==> src/rtl/time_keeper_pkg.sv <==
// time_pkg: shared constants and types for the time_keeper slice.
//   HOURS_MAX/MINS_MAX/SECS_MAX : terminal values of the time fields
//   bcd2_t                      : two-digit BCD value {tens, ones}
package time_pkg;

    localparam logic [7:0] HOURS_MAX = 8'd23;
    localparam logic [7:0] MINS_MAX  = 8'd59;
    localparam logic [7:0] SECS_MAX  = 8'd59;

    typedef struct packed {
        logic [3:0] tens;
        logic [3:0] ones;
    } bcd2_t;

endpackage

==> src/rtl/time_keeper_bin2bcd2.sv <==
// bin2bcd2: combinational binary (0..99) to two-digit BCD converter.
//   bin_i : 7-bit binary value, 0..99
//   bcd_o : {tens, ones} BCD digits
module bin2bcd2
    import time_pkg::*;
(
    input  logic [6:0] bin_i,
    output bcd2_t      bcd_o
);

    always_comb begin
        bcd_o.tens = 4'(bin_i / 7'd10);
        bcd_o.ones = 4'(bin_i % 7'd10);
    end

endmodule

==> src/rtl/time_keeper.sv <==
// time_keeper: 24-hour wall clock driven by a 1 Hz tick divided from clk.
//   clk, reset (async, active-low)
//   run_en                 : 1 = time advances, 0 = frozen
//   load_en                : one-cycle strobe, loads load_hours/load_mins
//                            (out-of-range fields ignored), clears secs
//                            and the prescaler
//   hours/mins/secs        : binary time fields
//   hours_bcd/mins_bcd     : combinational BCD copies of hours/mins
//   sec_pulse              : one cycle after each counted second
//   min_rollover           : with sec_pulse when secs wraps 59 -> 0
//   day_rollover           : with sec_pulse when 23:59:59 -> 00:00:00
module time_keeper
    import time_pkg::*;
#(
    parameter int unsigned TICKS_PER_SEC = 50_000_000,
    parameter int unsigned PRESCALE_W    = 26
) (
    input  logic       clk,
    input  logic       reset,
    input  logic       run_en,
    input  logic       load_en,
    input  logic [7:0] load_hours,
    input  logic [7:0] load_mins,
    output logic [7:0] hours,
    output logic [7:0] mins,
    output logic [7:0] secs,
    output logic [7:0] hours_bcd,
    output logic [7:0] mins_bcd,
    output logic       sec_pulse,
    output logic       min_rollover,
    output logic       day_rollover
);

    logic [PRESCALE_W-1:0] prescale_q, prescale_d;
    logic [7:0]            hours_q, hours_d;
    logic [7:0]            mins_q, mins_d;
    logic [7:0]            secs_q, secs_d;
    logic                  sec_pulse_q, sec_pulse_d;
    logic                  min_roll_q, min_roll_d;
    logic                  day_roll_q, day_roll_d;
    logic                  tick;

    always_comb begin
        tick = run_en && (prescale_q == PRESCALE_W'(TICKS_PER_SEC - 1));
    end

    always_comb begin
        prescale_d  = prescale_q;
        hours_d     = hours_q;
        mins_d      = mins_q;
        secs_d      = secs_q;
        sec_pulse_d = 1'b0;
        min_roll_d  = 1'b0;
        day_roll_d  = 1'b0;
        if (load_en) begin
            // Load has priority: any coincident tick is dropped.
            if (load_hours <= HOURS_MAX) hours_d = load_hours;
            if (load_mins  <= MINS_MAX)  mins_d  = load_mins;
            secs_d     = '0;
            prescale_d = '0;
        end else if (run_en) begin
            if (tick) begin
                prescale_d  = '0;
                sec_pulse_d = 1'b1;
                if (secs_q == SECS_MAX) begin
                    secs_d     = '0;
                    min_roll_d = 1'b1;
                    if (mins_q == MINS_MAX) begin
                        mins_d = '0;
                        if (hours_q == HOURS_MAX) begin
                            hours_d    = '0;
                            day_roll_d = 1'b1;
                        end else begin
                            hours_d = hours_q + 8'd1;
                        end
                    end else begin
                        mins_d = mins_q + 8'd1;
                    end
                end else begin
                    secs_d = secs_q + 8'd1;
                end
            end else begin
                prescale_d = prescale_q + PRESCALE_W'(1);
            end
        end
    end

    always_ff @(posedge clk or negedge reset) begin
        if (!reset) begin
            prescale_q  <= '0;
            hours_q     <= '0;
            mins_q      <= '0;
            secs_q      <= '0;
            sec_pulse_q <= 1'b0;
            min_roll_q  <= 1'b0;
            day_roll_q  <= 1'b0;
        end else begin
            prescale_q  <= prescale_d;
            hours_q     <= hours_d;
            mins_q      <= mins_d;
            secs_q      <= secs_d;
            sec_pulse_q <= sec_pulse_d;
            min_roll_q  <= min_roll_d;
            day_roll_q  <= day_roll_d;
        end
    end

    bin2bcd2 u_hours_bcd (
        .bin_i (hours_q[6:0]),
        .bcd_o (hours_bcd)
    );

    bin2bcd2 u_mins_bcd (
        .bin_i (mins_q[6:0]),
        .bcd_o (mins_bcd)
    );

    assign hours        = hours_q;
    assign mins         = mins_q;
    assign secs         = secs_q;
    assign sec_pulse    = sec_pulse_q;
    assign min_rollover = min_roll_q;
    assign day_rollover = day_roll_q;

endmodule
==> config.mk <==
export PLATFORM = sky130hd
export DESIGN_NAME = time_keeper
export DESIGN_NICKNAME = d
export VERILOG_FILES = /design/src/rtl/time_keeper_pkg.sv /design/src/rtl/time_keeper_bin2bcd2.sv /design/src/rtl/time_keeper.sv
export SDC_FILE = /design/constraint.sdc
export NUM_CORES = 1
export LEC_CHECK = 0
export BUFFER_PORTS_ARGS = -buffer_cell sky130_fd_sc_hd__buf_2
export CORE_ASPECT_RATIO = 1.1
export CORE_MARGIN = 3
export CORE_UTILIZATION = 40
export CTS_CLUSTER_SIZE = 14
export DETAILED_ROUTE_END_ITERATION = 7
export PLACE_DENSITY = 0.64
export SYNTH_ARGS = -nofsm -noshare
export SYNTH_HDL_FRONTEND = slang
export SYNTH_SLANG_ARGS = --single-unit
==> constraint.sdc <==
create_clock -name clk -period 2.3 [get_ports clk]
set_input_delay 0.345 -clock clk [delete_from_list [all_inputs] [get_ports clk]]
set_output_delay 0.345 -clock clk [all_outputs]
set_load 0.05 [all_outputs]
==> results.ini, run 1 <==
[floorplan]
fp-row-count=35
coreArea_sq_mm=0.00863
io_pins=63
die_area_sq_mm=0.0103
die_w_um=97.1
start_util_pct=42.3
die_h_um=106

[logic_synthesis]
synthArstFlopShare_pct=100
yosys.area.top_type_share_pct=36.3
synth_area_leaders=dfrtp_1 (36%), nor2_1 (5.9%), o21ai_0 (5.6%)
syn-cell-area_sq_mm=0.00365
synthesis.nets=478
synthCells=448
ys_seq_elements=53
synth-edff-count=0
synth_warnings=0
synth_cell_type_count=63
seq_area_frac_synth_pct=36.3
synth_top_area_cell=dfrtp_1
synth_flop_cell=dfrtp_1
syn_area_per_cell_sq_um=8.16
yosysMostFrequentCell=nor2_1
synthTopCellsByCount=nor2_1 (57), dfrtp_1 (53), o21ai_0 (41)

[outcome]
status=finished with violations
violations=setup timing

[sta]
fin_crit_sh_pct=129
setup_viol=13
rsz0062_at_grt=true
hold_viol_final=0
drv_slew=0
fin_setup_tns_ps=-3430
clock_skew_ps=15.1
slew_headroom_pct=61.6
final.min_clock_period_ps=2960
tightest_slew_ps=576
whs_ps=17.9
timing.fmax_mhz=337
fin_ws_ps=-665

[pwr]
power.density_mw_per_mm2=901
leakagePower_uw=0.00238
ir_drop_mv=0.515

[critical_path]
reg2regPathDepth=8
cpMostUsedCell=buf_6
cp_cell_sequence=nand2b_1, or3_4, o311a_4, buf_6, a21boi_4, a21oi_2, nor4_4, buf_4, xnor2_2, buf_6
cpMaxStageDelayCell=dfrtp_2
r2r_end=secs[7]$_DFFE_PN0P_
worstReg2RegStart=prescale_q[11]$_DFFE_PN0P_
critPathCaptureType=output port
arrival_ps=2620
cp-start-kind=flip-flop
cpPeakStageDelay_ps=420
worstPathMaxFanout=3
rrSetupSlack_ps=-70
critPathKind=flip-flop to output port
cp.required_ps=1960

[route]
vias=3740
drt_wl_total_um=9990
ant_nets=0
avgRoutedWirePerCell_um=14.7
drtIter0Drc=106
drt-vias-per-instance=5.50
drc=0
first_pass_iters=7

[place]
io_buffer_count=62
place_hpwl_um=7170
gp_congestion=0.863
pre_cts_ws_ps=-474
place_area_sq_mm=0.00463

[clock_network]
clk_path_buf_depth=2
root_buffer=clkbuf_8
clk_pin_slew_ps=110
holdBufCountCts=0
cts_buffers=5
clkLatencyLatePin_ps=320
cts_tree=yes
cts-htree-levels=2
cts_num_sinks=53

[hold_path]
hp-class=primary input to async pin

[global_route]
overflow=0
grt_pass1_vias=3532
grt_pass1_wl_um=16300
grtUsageTotal_pct=18.7
antenna_found_initial=0
grt_max_degree=43

[cells_and_area]
antennaDiodeCount=0
design_area_sq_mm=0.00521
areaGrowthSynthToFinish_pct=42.6
drive_gt1_share_pct=40.8
nNetsFinal=598
nFillCells=746

[run]
drv_cap=0

state kept, by name, summed over array words and instances (netlist names):
name / cells
prescale_q: 26
hours: 8
mins: 8
secs: 8
day_rollover: 1
min_rollover: 1
sec_pulse: 1
placed cells by master (no fill, tap or decap), types with 15 or more instances in the layout:
cell / netlist / layout
nand2_1: 40 / 39
buf_6: 1 / 18
o21ai_1: 11 / 20
buf_2: 5 / 53
nor2_1: 57 / 54
o21ai_2: 1 / 16
dfrtp_1: 53 / 43
buf_4: 2 / 65
nand3_1: 18 / 18
o21ai_0: 41 / 15
a21oi_1: 19 / 15
cell families after synthesis:
family / after synthesis / share of synthesized area, %
buffers and inverters: 39 / 4.59
muxes: 8 / 2.23
AOI/OAI and AO/OA: 111 / 18.5
adders and majority gates: 10 / 3.42
and+or+nand+nor: 204 / 29.4
DFF: 53 / 36.3
xor gates and xnor gates: 23 / 5.51
where the power goes:
part / total (uW) / switching, uW / internal, uW / leakage [uW]
registers: 1080 / 74.6 / 1000 / 0.000697
clock network: 533 / 322 / 211 / 0.0000439
logic: 3080 / 1800 / 1280 / 0.00164
layer usage:
metal | vias up | share of wire (%) | global-route usage (%)
met5 | - | 0 | 0
met3 | 6 | 3.1 | 2.76
met4 | 0 | 0.90 | 4.91
met1 | 1826 | 43 | 22.7
li1 | 1838 | - | -
met2 | 70 | 53 | 34.4
how the worst max path moves through the flow:
stage / startpoint / cells past startpoint / slack, ps / end
floorplan: hours[5]$_DFFE_PN0P_ / 9 / -700 / hours_bcd[2]
global placement: hours[3]$_DFFE_PN0P_ / 10 / -400 / hours_bcd[1]
detailed placement: hours[3]$_DFFE_PN0P_ / 10 / -470 / hours_bcd[1]
CTS: hours[5]$_DFFE_PN0P_ / 10 / -670 / hours_bcd[1]
global route: hours[4]$_DFFE_PN0P_ / 10 / -790 / hours_bcd[1]
finish: hours[4]$_DFFE_PN0P_ / 10 / -660 / hours_bcd[1]
final cells by class:
class                   instances  area, sq um  area share (%)
multi-input cells             357         2580            49.5
flip-flops and latches         53         1340            25.7
well taps                     111          139            2.67
inverters                      11         41.3           0.793
repair buffers                140         1020            19.6
clock inverters                 3         17.5           0.336
clock buffers                   5         68.8            1.32
through the flow:
step,cells,power (uW),util (%)
after detailed placement,653,3720,53.7
after global routing,680,4950,60.4
after CTS,666,4550,56.8
after floorplan,448,3040,-
after global placement,653,3670,53.7
final,680,4690,60.4
repair_timing:
action / in CTS / in global routing
gates cloned: 1 / 0
endpoints found under the setup margin: 18 / 27
resized for setup: 35 / 69
pin swaps: 15 / 24
setup buffers: 4 / 14
critical path, delay by kind of cell (launching register included):
family          cells  cell delay (ps)
simple gates        3              860
buf+inv             3              500
flops               1              420
xor+xnor            1              110
compound gates      3              420
Note: power is estimated with default switching activity, not from simulation.
==> inputs of run 2 (changes only) <==
--- a/config.mk
+++ b/config.mk
@@ -11,7 +11,8 @@
 export CORE_UTILIZATION = 40
 export CTS_CLUSTER_SIZE = 14
 export DETAILED_ROUTE_END_ITERATION = 7
-export PLACE_DENSITY = 0.64
+export PLACE_DENSITY = 0.62
+export SETUP_SLACK_MARGIN = 0.1
 export SYNTH_ARGS = -nofsm -noshare
 export SYNTH_HDL_FRONTEND = slang
 export SYNTH_SLANG_ARGS = --single-unit
==> constraint.sdc (replaced) <==
create_clock -name clk -period 3 [get_ports clk]
set_input_delay 0.45 -clock clk [delete_from_list [all_inputs] [get_ports clk]]
set_output_delay 0.45 -clock clk [all_outputs]
set_load 0.05 [all_outputs]
==> results.ini, run 2 (synthesis results as in run 1) <==
[outcome]
status=finished with violations
violations=setup timing

[critical_path]
critPathCaptureType=output port
cpPeakStageDelay_ps=440
cp_cell_sequence=and2b_4, or3_4, o311a_4, ha_4, a21boi_4, a21oi_2, nor4_4, buf_4, xnor2_2, buf_6
cpLargestDelayFamily=simple AND/OR/NAND/NOR gates
arrival_ps=2630
path_buf_inv=2
critPathKind=flip-flop to output port
cpMaxStageDelayCell=dfrtp_2
cp-start-kind=flip-flop
cp.required_ps=2550
worstPathMaxFanout=5

[sta]
hold_viol_final=0
final.min_clock_period_ps=3080
slew_headroom_pct=54.3
fin_ws_ps=-77.0
drv_slew=0
clock_skew_ps=9.94
fin_setup_tns_ps=-131
tightest_slew_ps=675
timing.fmax_mhz=325
setup_viol=2
fin_crit_sh_pct=103
rsz0062_at_grt=true

[route]
vias=3527
drt_wl_total_um=9370
drt-vias-per-instance=5.58
first_pass_iters=4
ant_nets=0
drc=0
drtIter0Drc=112
avgRoutedWirePerCell_um=14.8

[pwr]
intPower_uw=1850
p_comb_share_pct=60.2
power.density_mw_per_mm2=744
switching_power_uw=1600
power.clock.fraction_pct=14.8
leakagePower_uw=0.00206
seq_power_share_pct=24.9
p_sw_share_pct=46.4
ir_drop_mv=0.375

[global_route]
grtUsageTotal_pct=18.1
grt_pass1_wl_um=16000
antenna_found_initial=0
grt_max_degree=38
overflow=0
grt_pass1_vias=3368

[cells_and_area]
layout.cells.most_common=buf_2
multiInputGateArea_sq_mm=0.00241
most-common-layout-cells=buf_2 (55), nor2_1 (53), dfrtp_1 (43)
regMostFlops=prescale_q
antennaDiodeCount=0
utilization_pct=53.8
areaGrowthSynthToFinish_pct=27.1
largest_reg_flops=26
regArea_sq_mm=0.00134
stdcell_count=632
nFillCells=830
drive_gt1_share_pct=29.9
nNetsFinal=550

[clock_network]
cts_num_sinks=53
cts_tree=yes
cts_buffers=5
cts-htree-levels=2
root_buffer=clkbuf_8
clkLatencyLatePin_ps=310
clk_path_buf_depth=2
clk_pin_slew_ps=100

[floorplan]
io_pins=63
die_h_um=106
fp-row-count=35
die_w_um=97.1
coreArea_sq_mm=0.00863
die_area_sq_mm=0.0103
start_util_pct=42.3

[place]
io_buffer_count=62
placed_cells=607
gp_congestion=0.820
pre_cts_ws_ps=79.3
place_hpwl_um=6790

[run]
drv_cap=0

[hold_path]
hp-class=primary input to async pin

==> run 2: cell types whose count changed in the layout (fill, tap and decap cells not counted), sizes merged <==
cell,before,now
buf,139,90
bufinv,0,1
clkbuf,6,9
clkinv,2,0
or3,8,7
==> run 2: timing repair <==
action                     CTS  global route
setup buffers                8             9
hold buffers                 0             0
setup endpoints to repair    6             8
pin swaps                    7            10
resized for setup           23            25
==> run 2: final cells by class <==
| class | instances | area share [%] |
|---|---|---|
| Inverter | 11 | 0.889 |
| Sequential cell | 53 | 28.9 |
| Clock inverter | 2 | 0.809 |
| Timing Repair Buffer | 93 | 12.7 |
| Multi-Input combinational cell | 356 | 52.0 |
| Tap cell | 111 | 2.99 |
| Clock buffer | 6 | 1.78 |
==> run 2: final timing paths <==
| check | to | slack (ps) | from | cells past startpoint |
|---|---|---|---|---|
| max | hours_bcd[1] | -80 | hours[3]$_DFFE_PN0P_ | 10 |
| min | secs[7]$_DFFE_PN0P_ | 50 | reset | 1 |
| max reg2reg | hours[5]$_DFFE_PN0P_ | 540 | prescale_q[11]$_DFFE_PN0P_ | 6 |
| min reg2reg | secs[5]$_DFFE_PN0P_ | 510 | secs[5]$_DFFE_PN0P_ | 1 |
| max in group asynchronous | mins[1]$_DFFE_PN0P_ | 2280 | reset | 2 |
| min in group clk | mins[0]$_DFFE_PN0P_ | 420 | load_mins[0] | 3 |
==> run 2: per-stage QoR <==
stage / hold slack [ps] / power (uW) / area [sq um]
2_1_floorplan: 154 / 2280 / 3800
3_3_place_gp: 407 / 2580 / 4200
3_5_place_dp: 406 / 2620 / 4200
4_1_cts: 54.7 / 3360 / 4500
5_1_grt: 61.8 / 3640 / 4640
6_report: 48.7 / 3460 / 4640
==> run 2: power groups by stage <==
stage / clock network [uW] / logic, uW / registers, uW
2_1_floorplan: 0 / 1270 / 1010
3_3_place_gp: 0 / 1710 / 878
3_5_place_dp: 0 / 1730 / 883
4_1_cts: 533 / 1960 / 865
5_1_grt: 553 / 2220 / 875
6_report: 513 / 2080 / 861
==> run 2: routing by layer <==
metal | vias to the layer above | wire [um] | track usage, %
met5 | - | 0 | 0
met4 | 0 | 114 | 4.61
met3 | 11 | 381 | 2.69
met2 | 69 | 4690 | 31.9
met1 | 1710 | 4190 | 23.4
li1 | 1737 | - | -
